[config.mk]
export PLATFORM = sky130hd
export DESIGN_NAME = ecc_secded_pipe
export DESIGN_NICKNAME = d
export VERILOG_FILES = /design/src/rtl/ecc_pkg.sv /design/src/rtl/ecc_syndrome_calc.sv /design/src/rtl/ecc_secded_pipe.sv
export SDC_FILE = /design/constraint.sdc
export NUM_CORES = 1
export LEC_CHECK = 0
export BUFFER_PORTS_ARGS = -buffer_cell sky130_fd_sc_hd__buf_2
export CAP_MARGIN = 20
export CORE_AREA = 2 2 219 221
export CTS_CLUSTER_SIZE = 8
export DETAILED_ROUTE_END_ITERATION = 12
export DIE_AREA = 0 0 221 223
export SLEW_MARGIN = 15
export SYNTH_ARGS = -nofsm -noshare
export SYNTH_HDL_FRONTEND = slang
export SYNTH_SLANG_ARGS = --single-unit
[constraint.sdc]
create_clock -name clk -period 3.8 [get_ports clk]
set_input_delay 0.76 -clock clk [delete_from_list [all_inputs] [get_ports clk]]
set_output_delay 0.76 -clock clk [all_outputs]
set_load 0.02 [all_outputs]
[src/rtl/ecc_pkg.sv]
// Shared types and elaboration-time helpers for the Hsiao SECDED engine.
package ecc_pkg;

  typedef enum logic [1:0] {
    CLEAN = 2'd0,
    SBE   = 2'd1,
    DBE   = 2'd2,
    UE    = 2'd3
  } err_class_e;

  // Column table for up to 64 data bits and up to 8 check bits.
  typedef logic [63:0][7:0] col_tab_t;

  // Smallest r such that 2^(r-1) - r >= dw.
  function automatic int ecc_width(input int dw);
    int res;
    res = 0;
    for (int k = 2; k <= 9; k++) begin
      if (res == 0 && ((1 << (k - 1)) - k) >= dw) res = k;
    end
    return res;
  endfunction

  // j-th value, in ascending order, among r-bit values of odd weight >= 3.
  function automatic logic [7:0] h_column(input int j, input int r);
    logic [7:0] col;
    logic [7:0] vb;
    int         n;
    col = '0;
    n   = 0;
    for (int v = 0; v < (1 << r); v++) begin
      vb = v[7:0];
      if ((^vb) && ($countones(vb) >= 3)) begin
        if (n == j) col = vb;
        n++;
      end
    end
    return col;
  endfunction

  // All data columns of the H-matrix for r check bits.
  function automatic col_tab_t h_table(input int r);
    col_tab_t tab;
    for (int j = 0; j < 64; j++) tab[j] = h_column(j, r);
    return tab;
  endfunction

endpackage

[src/rtl/ecc_syndrome_calc.sv]
// Combinational check-bit generator: XOR of the H-matrix columns of set data bits.
module ecc_syndrome_calc
  import ecc_pkg::*;
#(
  parameter int DATA_WIDTH = 64,
  parameter int ECC_WIDTH  = ecc_width(DATA_WIDTH)
) (
  input  logic [DATA_WIDTH-1:0] data_i,
  output logic [ECC_WIDTH-1:0]  ecc_o
);

  localparam col_tab_t COLS = h_table(ECC_WIDTH);

  // Accumulate the column of every set data bit.
  always_comb begin
    ecc_o = '0;
    for (int j = 0; j < DATA_WIDTH; j++) begin
      if (data_i[j]) ecc_o = ecc_o ^ COLS[j][ECC_WIDTH-1:0];
    end
  end

endmodule

[src/rtl/ecc_secded_pipe.sv]
// Pipelined Hsiao SECDED: 1-cycle encoder, backpressured 2-stage decoder,
// saturating error counters and a first-error log.
module ecc_secded_pipe
  import ecc_pkg::*;
#(
  parameter  int DATA_WIDTH = 64,
  parameter  int TAG_WIDTH  = 16,
  parameter  int CNT_WIDTH  = 16,
  localparam int ECC_WIDTH  = ecc_width(DATA_WIDTH)
) (
  input  logic                  clk,
  input  logic                  rst_n,
  input  logic                  enc_valid_i,
  input  logic [DATA_WIDTH-1:0] enc_data_i,
  output logic                  enc_valid_o,
  output logic [DATA_WIDTH-1:0] enc_data_o,
  output logic [ECC_WIDTH-1:0]  enc_ecc_o,
  input  logic                  dec_valid_i,
  output logic                  dec_ready_o,
  input  logic [DATA_WIDTH-1:0] dec_data_i,
  input  logic [ECC_WIDTH-1:0]  dec_ecc_i,
  input  logic [TAG_WIDTH-1:0]  dec_tag_i,
  input  logic                  corr_en_i,
  output logic                  dec_valid_o,
  input  logic                  dec_ready_i,
  output logic [DATA_WIDTH-1:0] dec_data_o,
  output logic [ECC_WIDTH-1:0]  dec_syndrome_o,
  output logic [TAG_WIDTH-1:0]  dec_tag_o,
  output logic                  err_sbe_o,
  output logic                  err_dbe_o,
  output logic                  err_ue_o,
  input  logic                  cnt_clr_i,
  output logic [CNT_WIDTH-1:0]  sbe_cnt_o,
  output logic [CNT_WIDTH-1:0]  dbe_cnt_o,
  input  logic                  log_clr_i,
  output logic                  log_valid_o,
  output logic [ECC_WIDTH-1:0]  log_syndrome_o,
  output logic [TAG_WIDTH-1:0]  log_tag_o
);

  localparam col_tab_t COLS = h_table(ECC_WIDTH);

  // Syndrome class; a data-column hit has priority over the weight tests.
  function automatic err_class_e classify(input logic [ECC_WIDTH-1:0] s, input logic hit);
    if (s == '0)                 return CLEAN;
    else if (hit || $onehot(s))  return SBE;
    else if (!(^s))              return DBE;
    else                         return UE;
  endfunction

  // Saturating increment; clear wins over increment.
  function automatic logic [CNT_WIDTH-1:0] cnt_next(input logic [CNT_WIDTH-1:0] cur,
                                                    input logic inc, input logic clr);
    if (clr)                 return '0;
    else if (inc && !(&cur)) return cur + 1'b1;
    else                     return cur;
  endfunction

  logic [ECC_WIDTH-1:0]  enc_ecc_d;
  logic                  enc_valid_q;
  logic [DATA_WIDTH-1:0] enc_data_q;
  logic [ECC_WIDTH-1:0]  enc_ecc_q;

  logic [ECC_WIDTH-1:0]  dec_recalc;
  logic [ECC_WIDTH-1:0]  syn_p1_d;
  logic                  vld_p1_q, corr_p1_q;
  logic [DATA_WIDTH-1:0] data_p1_q;
  logic [ECC_WIDTH-1:0]  syn_p1_q;
  logic [TAG_WIDTH-1:0]  tag_p1_q;

  logic [DATA_WIDTH-1:0] flip_mask, data_p2_d;
  logic                  hit;
  err_class_e            cls;
  logic                  vld_p2_q, sbe_p2_q, dbe_p2_q, ue_p2_q;
  logic [DATA_WIDTH-1:0] data_p2_q;
  logic [ECC_WIDTH-1:0]  syn_p2_q;
  logic [TAG_WIDTH-1:0]  tag_p2_q;

  logic                  adv1, adv2, xfer, any_err;
  logic [CNT_WIDTH-1:0]  sbe_cnt_q, dbe_cnt_q, sbe_cnt_d, dbe_cnt_d;
  logic                  log_valid_q;
  logic [ECC_WIDTH-1:0]  log_syn_q;
  logic [TAG_WIDTH-1:0]  log_tag_q;

  ecc_syndrome_calc #(.DATA_WIDTH(DATA_WIDTH), .ECC_WIDTH(ECC_WIDTH)) u_enc_calc (
    .data_i (enc_data_i),
    .ecc_o  (enc_ecc_d)
  );

  ecc_syndrome_calc #(.DATA_WIDTH(DATA_WIDTH), .ECC_WIDTH(ECC_WIDTH)) u_dec_calc (
    .data_i (dec_data_i),
    .ecc_o  (dec_recalc)
  );

  assign syn_p1_d    = dec_recalc ^ dec_ecc_i;
  assign adv2        = !vld_p2_q || dec_ready_i;
  assign adv1        = !vld_p1_q || adv2;
  assign dec_ready_o = adv1;
  assign xfer        = vld_p2_q && dec_ready_i;
  assign any_err     = sbe_p2_q || dbe_p2_q || ue_p2_q;
  assign sbe_cnt_d   = cnt_next(sbe_cnt_q, xfer && sbe_p2_q, cnt_clr_i);
  assign dbe_cnt_d   = cnt_next(dbe_cnt_q, xfer && (dbe_p2_q || ue_p2_q), cnt_clr_i);

  // Encode register: one-cycle result, data and check bits held between requests.
  always_ff @(posedge clk or negedge rst_n) begin
    if (!rst_n) begin
      enc_valid_q <= 1'b0;
      enc_data_q  <= '0;
      enc_ecc_q   <= '0;
    end else begin
      enc_valid_q <= enc_valid_i;
      if (enc_valid_i) begin
        enc_data_q <= enc_data_i;
        enc_ecc_q  <= enc_ecc_d;
      end
    end
  end

  // Stage 2 combinational: locate the failing data bit and classify.
  always_comb begin
    flip_mask = '0;
    hit       = 1'b0;
    for (int j = 0; j < DATA_WIDTH; j++) begin
      if (syn_p1_q == COLS[j][ECC_WIDTH-1:0]) begin
        flip_mask[j] = 1'b1;
        hit          = 1'b1;
      end
    end
    cls       = classify(syn_p1_q, hit);
    data_p2_d = (corr_p1_q && hit) ? (data_p1_q ^ flip_mask) : data_p1_q;
  end

  // Decode pipeline registers with valid/ready flow control.
  always_ff @(posedge clk or negedge rst_n) begin
    if (!rst_n) begin
      vld_p1_q  <= 1'b0;
      corr_p1_q <= 1'b0;
      data_p1_q <= '0;
      syn_p1_q  <= '0;
      tag_p1_q  <= '0;
      vld_p2_q  <= 1'b0;
      sbe_p2_q  <= 1'b0;
      dbe_p2_q  <= 1'b0;
      ue_p2_q   <= 1'b0;
      data_p2_q <= '0;
      syn_p2_q  <= '0;
      tag_p2_q  <= '0;
    end else begin
      // stage 1: capture incoming word and its syndrome
      if (adv1) vld_p1_q <= dec_valid_i;
      if (adv1 && dec_valid_i) begin
        corr_p1_q <= corr_en_i;
        data_p1_q <= dec_data_i;
        syn_p1_q  <= syn_p1_d;
        tag_p1_q  <= dec_tag_i;
      end
      // stage 2: capture corrected data and flags
      if (adv2) vld_p2_q <= vld_p1_q;
      if (adv2 && vld_p1_q) begin
        data_p2_q <= data_p2_d;
        syn_p2_q  <= syn_p1_q;
        tag_p2_q  <= tag_p1_q;
        sbe_p2_q  <= (cls == SBE);
        dbe_p2_q  <= (cls == DBE);
        ue_p2_q   <= (cls == UE);
      end
    end
  end

  // Error counters and first-error log, updated on output transfers.
  always_ff @(posedge clk or negedge rst_n) begin
    if (!rst_n) begin
      sbe_cnt_q   <= '0;
      dbe_cnt_q   <= '0;
      log_valid_q <= 1'b0;
      log_syn_q   <= '0;
      log_tag_q   <= '0;
    end else begin
      sbe_cnt_q <= sbe_cnt_d;
      dbe_cnt_q <= dbe_cnt_d;
      if (xfer && any_err && (!log_valid_q || log_clr_i)) begin
        log_valid_q <= 1'b1;
        log_syn_q   <= syn_p2_q;
        log_tag_q   <= tag_p2_q;
      end else if (log_clr_i) begin
        log_valid_q <= 1'b0;
      end
    end
  end

  assign enc_valid_o    = enc_valid_q;
  assign enc_data_o     = enc_data_q;
  assign enc_ecc_o      = enc_ecc_q;
  assign dec_valid_o    = vld_p2_q;
  assign dec_data_o     = data_p2_q;
  assign dec_syndrome_o = syn_p2_q;
  assign dec_tag_o      = tag_p2_q;
  assign err_sbe_o      = sbe_p2_q;
  assign err_dbe_o      = dbe_p2_q;
  assign err_ue_o       = ue_p2_q;
  assign sbe_cnt_o      = sbe_cnt_q;
  assign dbe_cnt_o      = dbe_cnt_q;
  assign log_valid_o    = log_valid_q;
  assign log_syndrome_o = log_syn_q;
  assign log_tag_o      = log_tag_q;

endmodule

==> results of run 1 <==
-- final cells by class --
type,count,area share
Inverter,23,0.004294
Sequential cell,312,0.3883
Tap cell,615,0.03827
Clock inverter,2,0.0006845
Clock buffer,51,0.05974
Multi-Input combinational cell,1016,0.4040
Timing Repair Buffer,394,0.1044
Antenna cell,2,0.0002489
-- state kept, by name, summed over array words and instances (netlist names), 8 cells and up --
signal	count
enc_data_o	64
sbe_cnt_o	16
dbe_cnt_o	16
data_p1_q	64
enc_ecc_o	8
dec_syndrome_o	8
dec_tag_o	16
syn_p1_q	8
log_tag_o	16
log_syndrome_o	8
dec_data_o	64
tag_p1_q	16
-- power by group through the flow --
stage,clock (mW),sequential (mW),combinational [mW]
6_report,3.61,4.45,5.10
5_1_grt,3.85,4.54,5.52
4_1_cts,3.73,4.47,5.10
3_5_place_dp,0,4.52,5.08
3_3_place_gp,0,4.48,5.01
2_1_floorplan,0,4.99,2.95
-- logic make-up (layout without fill, tap and decap cells) --
kind of cell / count (synthesis) / in the layout
XOR/XNOR: 338 / 338
AND/OR/NAND/NOR: 331 / 331
flip-flops: 312 / 312
multiplexers: 179 / 179
AO/OA/AOI/OAI: 144 / 144
buffers and inverters: 84 / 470
adder cells (fa/ha/maj): 24 / 24
other: 0 / 2
-- cells in the final DEF, fill, tap and decap left out, drive strengths merged, types with 2 or more instances in the layout --
master / netlist / final
xor2: 49 / 49
inv: 23 / 24
xnor3: 34 / 34
dfrtp: 312 / 312
o211ai: 2 / 2
fa: 4 / 4
and3: 6 / 6
nor3: 4 / 4
buf: 10 / 394
nand4: 13 / 13
xor3: 3 / 3
and4: 3 / 3
o22ai: 2 / 2
a221o: 2 / 2
clkbuf: 51 / 51
nor4: 3 / 3
nand2b: 3 / 3
or3: 5 / 5
a41oi: 4 / 4
and2: 3 / 3
nand2: 175 / 175
a32oi: 2 / 2
o21ai: 95 / 95
o2111ai: 3 / 3
nor2: 94 / 94
a31oi: 2 / 2
xnor2: 252 / 252
ha: 20 / 20
mux2: 178 / 178
a22o: 8 / 8
diode: 0 / 2
a22oi: 8 / 8
nand3: 19 / 19
a21oi: 10 / 10
-- routing by layer --
layer  global-route usage  part of all wire  up-vias
li1                     -                 -     5487
met2               0.3213              0.48      411
met1               0.2428              0.42     5761
met4              0.06711             0.027        8
met3              0.05176             0.072       96
met5                    0            0.0010        -
-- how the worst max path moves through the flow --
stage                            endpoint  depth (start not counted)  slack, ns                     from
floorplan           err_dbe_o$_DFFE_PN0P_                         12       0.38  syn_p1_q[0]$_DFFE_PN0P_
global placement    err_dbe_o$_DFFE_PN0P_                         12       0.20  syn_p1_q[0]$_DFFE_PN0P_
detailed placement  err_dbe_o$_DFFE_PN0P_                         12       0.14  syn_p1_q[0]$_DFFE_PN0P_
CTS                 err_dbe_o$_DFFE_PN0P_                         12       0.13  syn_p1_q[0]$_DFFE_PN0P_
global route        err_dbe_o$_DFFE_PN0P_                         12       0.03  syn_p1_q[0]$_DFFE_PN0P_
finish              err_dbe_o$_DFFE_PN0P_                         12       0.21  syn_p1_q[0]$_DFFE_PN0P_
-- timing repair --
action	4_1_cts	5_1_grt
setup buffers	0	0
setup endpoints to repair	0	3
gates resized for setup	0	1
hold buffers	0	0
-- synth_stat cells, types with 4 or more instances --
cell,number,share of area
a21oi_1,10,0.0031
a22o_1,8,0.0043
a22oi_1,8,0.0037
and3_1,6,0.0023
buf_1,9,0.0021
clkbuf_1,51,0.012
dfrtp_1,312,0.48
fa_1,4,0.0049
ha_1,20,0.015
inv_1,23,0.0053
mux2_2,177,0.12
nand2_1,175,0.040
nand3_1,19,0.0059
nand4_1,12,0.0046
nor2_1,94,0.022
nor3_1,4,0.0012
o21ai_0,87,0.027
o21ai_1,8,0.0025
or3_1,5,0.0019
xnor2_1,250,0.13
xnor3_1,32,0.044
xor2_1,48,0.026
-- stage by stage --
step	setup slack, ns	area (um2)	util	hold WS [ns]
floorplan	0.3806	16220	-	0.4331
global placement	0.2026	18880	0.4005	0.4382
detailed placement	0.1364	18880	0.4005	0.4469
CTS	0.1311	20100	0.4263	0.2116
global route	0.03471	20100	0.4264	0.2377
finish	0.2127	20110	0.4265	0.1753
==> key figures, run 1 <==
Outcome
  • Status: complete, no violations

Worst setup path
  • RR Endpoint: err_dbe_o$_DFFE_PN0P_
  • Setup Crit Path Kind: reg -> reg
  • Crit-path slowest cell: fa_1
  • CP dominant cell by count: fa_1
  • Worst r2r src: syn_p1_q[0]$_DFFE_PN0P_
  • Crit-path max FO: 5
  • Worst Path Required: 4.30 ns
  • WP buf/inv: 2
  • CP Cell Sequence: fa_1, inv_1, fa_1, fa_1, inv_1, ha_1, fa_1, and3_1, o21ai_0, nand4_1, a211oi_2, a32o_1
  • R2r setup slk: 0.21 ns
  • R2R depth: 12
  • Slowest cell delay on critical path: 0.54 ns
  • Crit path DAT: 4.09 ns
  • Setup crit start kind: flip-flop
  • Cell family with most CP delay: adder cells
  • Crit end category: flip-flop

Power
  • P_int: 8.376 mW
  • Sw Ratio: 0.3637
  • Worst vdd ir: 0.3997 mV
  • Reg power frac: 0.338
  • Leakage power: 9.143 nW
  • Comb pwr share: 0.387
  • Clock Power Share: 0.274
  • Pwr Total: 13.16 mW
  • Pwr/cell area: 654.7 nW/um2
  • Net load switching power: 4.788 mW

Clock network
  • Root Driver: clkbuf_16
  • Clk_lat worst skew: 0.57 ns
  • CTS sink count: 312
  • CTS tree: yes
  • Clock Path Buffers: 3
  • H-tree Lvls: 2
  • Worst-path clk slew: 0.05 ns
  • TritonCTS buffer count: 45

Worst hold path
  • Worst min-delay path class: in -> async

Timing
  • Final number of setup-violating endpoints: 0
  • F_max: 278.8 MHz
  • Final hold vios: 0
  • Post-layout min period: 3.587 ns
  • RSZ-0062 raised after global routing: no
  • Clock skew: 0.01081 ns
  • Setup TNS: 0 ns
  • Worst slew margin: 0.4540
  • Final Max Tran Viols: 0
  • Fin crit share: 0.9440
  • Slew at the pin closest to its max-slew limit: 0.8190 ns

Floorplanning
  • Row count: 80
  • DIE AREA: 49,280 um2
  • Die Y-Extent: 223 um
  • Chip Width: 221 um
  • Ports: 383
  • Core area: 47,150 um2
  • Initial Util: 0.3441

GRT
  • GRT Residual Overflow: 0
  • Largest net degree at the start of global routing: 91
  • First-pass GRT wire length: 73,170 um
  • Vias in the first global route: 12,054
  • Antenna violations before repair: 6
  • Global Route Usage Sum: 0.1932

Final layout
  • Share of cells above drive strength 1: 0.3532
  • # fillers: 4,491
  • Multi-input gate area: 8124 um2
  • Area Growth Syn to Fin: 23.93%
  • Post-Layout Cell Count: 2,415
  • Sequential cell area: 7807 um2
  • Nets: 1,976

Synth
  • Mapped Nets: 1,596
  • Largest family of logic cells by synthesized area: XOR/XNOR gates
  • Cell count after synthesis: 1,412
  • Synth Area in XOR/XNOR: 0.2156
  • Sequential share of the synthesized area: 0.4812
  • Netlist cell types: 52
  • Simple-gate portion of the synthesized area: 0.08560
  • Synth Flop Type: dfrtp_1
  • Yosys warns: 0
  • Synth Area in Adders: 0.02036
  • Mapped Area: 16,220 um2
  • Compound-Gate Fraction of Synth Area: 0.05329
  • Syn avg cell area: 11.49 um2
  • Ys async rst share: 1.000
  • Number of register bits inferred by synthesis: 312
  • Mux cell area share after synthesis: 0.1244
  • Number of synthesized flops with an enable pin: 0

Drt
  • Post-route ant nets: 0
  • Vias per std cell: 4.871
  • DRT Pass-1 Iters: 5
  • DR WL/cell: 19.91 um
  • # DRC: 0
  • Drt first-iter violations: 742
  • Vias: 11,763
  • WL final: 48,090 um

Placed design
  • RePlAce Congestion: 0.8700
  • HPWL Detailed: 36,440 um
  • IO Port Bufs: 382
  • DP Cell Count: 2,360

Run
  • Max-cap violations: 0
Note: power is estimated with default switching activity, not from simulation.
==> run 2: changes to the inputs <==
--- a/config.mk
+++ b/config.mk
@@ -5,12 +5,14 @@
 export SDC_FILE = /design/constraint.sdc
 export NUM_CORES = 1
 export LEC_CHECK = 0
+export ABC_AREA = 1
 export BUFFER_PORTS_ARGS = -buffer_cell sky130_fd_sc_hd__buf_2
 export CAP_MARGIN = 20
-export CORE_AREA = 2 2 219 221
+export CORE_AREA = 2 2 241 243
 export CTS_CLUSTER_SIZE = 8
 export DETAILED_ROUTE_END_ITERATION = 12
-export DIE_AREA = 0 0 221 223
+export DIE_AREA = 0 0 243 245
+export HOLD_SLACK_MARGIN = 0.12
 export SLEW_MARGIN = 15
 export SYNTH_ARGS = -nofsm -noshare
 export SYNTH_HDL_FRONTEND = slang
==> run 2 against run 1 <==
Net effect:
- clock power rose by 2%
- via count up 49%
- largest power group unchanged
- combinational power is 30% higher
- hold slack improved by 0.022 ns
- cell count grew 56%
- first-iteration DRC count up 38%
- sequential power up 7.2%
- core utilization shrank 1.4 points
==> key figures, run 2 <==
Synth
  • Cell count after synthesis: 2,661
  • Mux cell area share after synthesis: 0.01370
  • Synth top area share: 0.3958
  • Syn avg cell area: 7.412 um2
  • Compound-Gate Fraction of Synth Area: 0.03876
  • Number of synthesized flops with an enable pin: 0
  • Dominant cell type by area after synthesis: dfrtp_1
  • Mapped Nets: 2,845
  • Sequential share of the synthesized area: 0.3958
  • Netlist cell types: 38
  • Most common cell in the netlist: nand2_1
  • Largest family of logic cells by synthesized area: simple AND/OR/NAND/NOR gates
  • Synth Area in XOR/XNOR: 0.1663
  • Number of register bits inferred by synthesis: 312
  • Mapped Area: 19,720 um2
  • Synth area leaders: dfrtp_1 (40%), nand2_1 (21%), xnor2_1 (9.2%)
  • Yosys warns: 0
  • Ys async rst share: 1.000
  • Simple-gate portion of the synthesized area: 0.2967
  • Top cells by count, synth: nand2_1 (1,098), dfrtp_1 (312), inv_1 (227)
  • Synth Area in Adders: 0.01675
  • Synth Flop Type: dfrtp_1

Timing
  • Final number of setup-violating endpoints: 0
  • Setup WS post-layout: 0.5814 ns
  • Slew at the pin closest to its max-slew limit: 0.9971 ns
  • Final hold vios: 0
  • Post-layout min period: 3.219 ns
  • Clock skew: 0.02486 ns
  • Final Max Tran Viols: 0
  • Final Hold Slack: 0.1978 ns
  • Fin crit share: 0.8470
  • Worst slew margin: 0.3353
  • Setup TNS: 0 ns
  • F_max: 310.7 MHz
  • RSZ-0062 raised after global routing: no

Placed design
  • IO Port Bufs: 382
  • DP Cell Count: 3,713
  • HPWL Detailed: 50,150 um
  • RePlAce Congestion: 0.9395
  • Post-Place Setup Slack: 0.5632 ns

Worst hold path
  • Worst min-delay path class: in -> async

Floorplanning
  • Initial Util: 0.3458
  • Chip Width: 243 um
  • Row count: 88
  • Die Y-Extent: 245 um
  • DIE AREA: 59,540 um2
  • Ports: 383
  • Core area: 57,030 um2

Clock network
  • CTS resizes: 0
  • H-tree Lvls: 2
  • Clk_lat worst skew: 0.58 ns
  • Clock Path Buffers: 3
  • Worst-path clk slew: 0.05 ns
  • TritonCTS buffer count: 45
  • Hold buffer count at cts: 0
  • CTS sink count: 312
  • Root Driver: clkbuf_16
  • CTS tree: yes
  • Post-CTS Setup Repair Bufs: 0

Final layout
  • Share of cells above drive strength 1: 0.1733
  • Fin util: 0.4123
  • Post-Layout Cell Count: 3,766
  • Antenna diode count: 0
  • Most common cell after layout, fill and taps aside: nand2_1
  • Nets: 3,179
  • Most frequent cells in the layout: nand2_1 (1,096), buf_2 (381), dfrtp_1 (311)
  • Area Growth Syn to Fin: 19.21%

Drt
  • DR WL/cell: 16.95 um
  • Post-route ant nets: 0
  • DRT Pass-1 Iters: 5
  • # DRC: 0
  • Vias: 17,535
  • Vias per std cell: 4.656
  • WL final: 63,850 um
  • Drt first-iter violations: 1,026

Worst setup path
  • CP dominant cell by count: fa_1
  • Crit-path max FO: 5
  • Crit-path slowest cell: fa_1
  • Crit path DAT: 3.64 ns
  • Slowest cell delay on critical path: 0.55 ns
  • Setup crit start kind: flip-flop
  • Crit end category: flip-flop
  • CP Cell Sequence: fa_1, inv_1, fa_1, fa_1, inv_1, ha_1, fa_1, nand4_1, o21ai_0, nand3b_1, nand2_1, nand2_1, o21ai_0
  • Worst Path Required: 4.22 ns
  • Setup Crit Path Kind: reg -> reg

Power
  • Leakage power: 12.78 nW
  • Worst vdd ir: 0.4413 mV
  • Pwr/cell area: 641.3 nW/um2

Run
  • Max-cap violations: 0

GRT
  • Largest net degree at the start of global routing: 103
  • Global Route Usage Sum: 0.2115
  • GRT Residual Overflow: 0
  • Vias in the first global route: 16,742
  • First-pass GRT wire length: 97,450 um
  • Antenna violations before repair: 0

Outcome
  • Status: complete, no violations
-- run 2: changes by cell type after synthesis, sizes merged, moves of 11 or more --
cell | before | now
mux2 | 178 | 24
nand3b | 1 | 20
a21oi | 10 | 21
nand2 | 175 | 1108
buf | 10 | 62
nand3 | 19 | 163
or2 | 0 | 15
xnor3 | 34 | 3
xor2 | 49 | 156
nor2 | 94 | 80
nor3 | 4 | 16
xnor2 | 252 | 208
inv | 23 | 236
o21ai | 95 | 119
-- run 2: path summary, 6_finish.rpt --
path                                       startpoint  cells past startpoint  slack [ns]                    endpoint
hold reg to reg            enc_data_o[15]$_DFFE_PN0P_                      2        0.46  enc_data_o[15]$_DFFE_PN0P_
setup / recovery              syn_p1_q[0]$_DFFE_PN0P_                     13        0.58       err_sbe_o$_DFFE_PN0P_
hold / removal                                  rst_n                      1        0.20    dbe_cnt_o[3]$_DFFE_PN0P_
max in group asynchronous                       rst_n                      2        2.75    tag_p1_q[13]$_DFFE_PN0P_
min in group clk                            corr_en_i                      3        0.38       corr_p1_q$_DFFE_PN0P_
setup reg to reg              syn_p1_q[0]$_DFFE_PN0P_                     13        0.58       err_sbe_o$_DFFE_PN0P_
-- run 2: report_power, final --
group / internal (mW) / switching [mW]
registers: 4.17 / 0.605
logic: 2.22 / 4.39
clock network: 2.20 / 1.49
-- run 2: critical path: cells and delay by family (launching register included) --
kind	cells	cell delay, ns
AO/OA/AOI/OAI	2	0.15
adder cells (fa/ha/maj)	5	2.07
buffers and inverters	2	0.09
flip-flops	1	0.44
AND/OR/NAND/NOR	4	0.31
-- run 2: through the flow --
step                      cell area [um2]  power, mW
after floorplan                     19720      9.362
after global placement              22270      11.42
after detailed placement            22270      11.49
after CTS                           23510      15.28
after global routing                23510      16.20
final                               23510      15.08
-- run 2: cell families (layout without fill, tap and decap cells) --
group | after synthesis | in the layout
adder cells (fa/ha/maj) | 24 | 24
flip-flops | 312 | 312
AND/OR/NAND/NOR | 1433 | 1433
XOR/XNOR | 368 | 368
AO/OA/AOI/OAI | 149 | 149
multiplexers | 24 | 24
buffers and inverters | 351 | 691
-- run 2: cell type report --
type,count,area [um2]
fillers,6025,33520
clock inverters,4,90.09
repair buffers,402,2110
clock buffers,49,1151
multi-input cells,1998,10510
inverters,236,885.9
flip-flops and latches,312,7809
well taps,765,957.2
-- run 2: metal layers --
layer,GRT usage,vias to the layer above,part of all wire
met3,0.03707,101,0.061
met1,0.2732,8071,0.43
li1,-,8840,-
met4,0.06694,0,0.028
met5,0,-,0
met2,0.3595,523,0.48
==> run 3: changes to the inputs <==
--- a/config.mk
+++ b/config.mk
@@ -5,13 +5,13 @@
 export SDC_FILE = /design/constraint.sdc
 export NUM_CORES = 1
 export LEC_CHECK = 0
-export ABC_AREA = 1
+export ABC_AREA = 0
 export BUFFER_PORTS_ARGS = -buffer_cell sky130_fd_sc_hd__buf_2
 export CAP_MARGIN = 20
-export CORE_AREA = 2 2 241 243
+export CORE_AREA = 2 2 219 221
 export CTS_CLUSTER_SIZE = 8
 export DETAILED_ROUTE_END_ITERATION = 12
-export DIE_AREA = 0 0 243 245
+export DIE_AREA = 0 0 221 223
 export HOLD_SLACK_MARGIN = 0.12
 export SLEW_MARGIN = 15
 export SYNTH_ARGS = -nofsm -noshare
==> constraint.sdc (replaced) <==
create_clock -name clk -period 3.2 [get_ports clk]
set_input_delay 0.64 -clock clk [delete_from_list [all_inputs] [get_ports clk]]
set_output_delay 0.64 -clock clk [all_outputs]
set_load 0.02 [all_outputs]
==> run 3 against run 2 <==
Net effect:
- the flow now finishes with violations (negative setup slack)
- first-iteration DRC count fell by 26%
- via count fell by 32%
- largest cell class unchanged
- count of clock-buffer cells in the layout rose by 1
- sequential share of layout area rose by 5.4 points
- final area fell by 14%
==> key figures, run 3 (synthesis results as in run 1) <==
Timing
  • Final number of setup-violating endpoints: 3
  • Setup TNS: -0.4926 ns
  • Slew at the pin closest to its max-slew limit: 0.7256 ns
  • Setup WS post-layout: -0.1942 ns
  • Final Max Tran Viols: 0
  • Clock skew: 0.02549 ns
  • F_max: 294.6 MHz
  • Worst slew margin: 0.5163
  • Post-layout min period: 3.394 ns
  • Final hold vios: 0
  • RSZ-0062 raised after global routing: yes
  • Fin crit share: 1.061

Outcome
  • Status: finished with violations
  • Failing checks: negative setup slack

Power
  • Clock Power Share: 0.270
  • Net load switching power: 5.795 mW
  • P_int: 10.06 mW
  • Reg power frac: 0.332
  • Sw Ratio: 0.3655
  • Comb pwr share: 0.398
  • Worst vdd ir: 0.4707 mV
  • Leakage power: 9.206 nW
  • Pwr/cell area: 783.9 nW/um2

Floorplanning
  • Chip Width: 221 um
  • Ports: 383
  • Initial Util: 0.3441
  • Row count: 80
  • DIE AREA: 49,280 um2
  • Core area: 47,150 um2
  • Die Y-Extent: 223 um

Clock network
  • CTS sink count: 312
  • Root Driver: clkbuf_16
  • TritonCTS buffer count: 45
  • Worst-path clk slew: 0.05 ns
  • Clock Path Buffers: 3
  • H-tree Lvls: 2
  • CTS tree: yes
  • Clk_lat worst skew: 0.58 ns

Worst setup path
  • Setup Crit Path Kind: reg -> reg
  • Worst Path Required: 3.71 ns
  • R2R depth: 12
  • Crit. Startpoint: syn_p1_q[0]$_DFFE_PN0P_
  • Crit path DAT: 3.90 ns
  • Crit end category: flip-flop
  • Setup crit start kind: flip-flop
  • R2r setup slk: -0.19 ns
  • RR Endpoint: err_dbe_o$_DFFE_PN0P_
  • Crit-path max FO: 3
  • Worst r2r src: syn_p1_q[0]$_DFFE_PN0P_

Drt
  • WL final: 48,200 um
  • # DRC: 0
  • Vias: 11,870
  • DR WL/cell: 19.83 um
  • Post-route ant nets: 0
  • DRT Pass-1 Iters: 5
  • Drt first-iter violations: 763
  • Vias per std cell: 4.885

Final layout
  • Share of cells above drive strength 1: 0.3611
  • Finished Cell Area: 20,230 um2
  • Most common cell after layout, fill and taps aside: buf_2
  • Nets: 1,992
  • Area Growth Syn to Fin: 24.68%
  • Most frequent cells in the layout: buf_2 (381), dfrtp_1 (312), xnor2_1 (250)

Placed design
  • Post-DP Area: 18,970 um2
  • RePlAce Congestion: 0.8705
  • Post-Place Setup Slack: -0.2262 ns
  • IO Port Bufs: 382
  • HPWL Detailed: 36,740 um

Worst hold path
  • Worst hold path depth: 2
  • Worst min-delay path class: in -> reg
  • Worst hold start: log_clr_i
  • Worst Hold Path EP: log_valid_o$_DFFE_PN0P_

GRT
  • Antenna violations before repair: 4
  • Global Route Usage Sum: 0.1927
  • GRT Residual Overflow: 0
  • Vias in the first global route: 12,204
  • Largest net degree at the start of global routing: 74
  • First-pass GRT wire length: 73,310 um

Run
  • Max-cap violations: 0
run 3: timing repair:
item / 4_1_cts / 5_1_grt
endpoints found under the setup margin: 3 / 3
buffers inserted: 1 / 0
hold endpoints to repair: 67 / 0
gates resized for setup: 0 / 4
hold buffers: 1 / 0
pin swaps: 2 / 1
run 3: metrics by stage:
stage          total power, mW  hold slack [ns]  cells  utilization
2_1_floorplan            9.481           0.3444   1412            -
3_3_place_gp             11.41           0.4400   2374       0.4024
3_5_place_dp             11.53           0.4496   2374       0.4024
4_1_cts                  15.96           0.2469   2429       0.4286
5_1_grt                  16.78           0.2780   2429       0.4290
6_report                 15.86           0.2848   2430       0.4291
run 3: worst max path at each step:
stage | end
global route | err_dbe_o$_DFFE_PN0P_
CTS | err_dbe_o$_DFFE_PN0P_
global placement | err_dbe_o$_DFFE_PN0P_
floorplan | err_dbe_o$_DFFE_PN0P_
finish | err_dbe_o$_DFFE_PN0P_
detailed placement | err_dbe_o$_DFFE_PN0P_
run 3: area by class of cell:
cell class	count	area, um2
clock buffers	50	1176
fillers	4520	26920
clock inverters	3	41.29
flip-flops and latches	312	7807
repair buffers	410	2197
diodes	1	2.502
well taps	615	769.5
inverters	23	86.33
multi-input cells	1016	8148
run 3: power groups by stage:
stage / registers, mW / clock network, mW / logic (mW)
final: 5.27 / 4.28 / 6.31
after global routing: 5.37 / 4.57 / 6.85
after CTS: 5.28 / 4.44 / 6.23
after detailed placement: 5.35 / 0 / 6.19
after global placement: 5.31 / 0 / 6.10
after floorplan: 5.93 / 0 / 3.55
run 3: routing by layer:
layer	share of wire	global-route usage	up-vias	wire, um
met4	0.031	0.07188	6	1493
met1	0.42	0.2401	5829	20030
met5	0.00054	0	-	26
met3	0.072	0.05176	90	3456
met2	0.48	0.3206	422	23190
li1	-	-	5523	-
run 3: critical path, stage by stage (launching register included):
cell	delay, ns
dfrtp_1	0.39
fa_1	0.53
inv_1	0.05
fa_1	0.45
fa_1	0.51
inv_2	0.05
ha_4	0.16
fa_2	0.53
nor2b_1	0.05
o21ai_2	0.05
nand4_1	0.10
a211oi_2	0.25
a32o_1	0.21
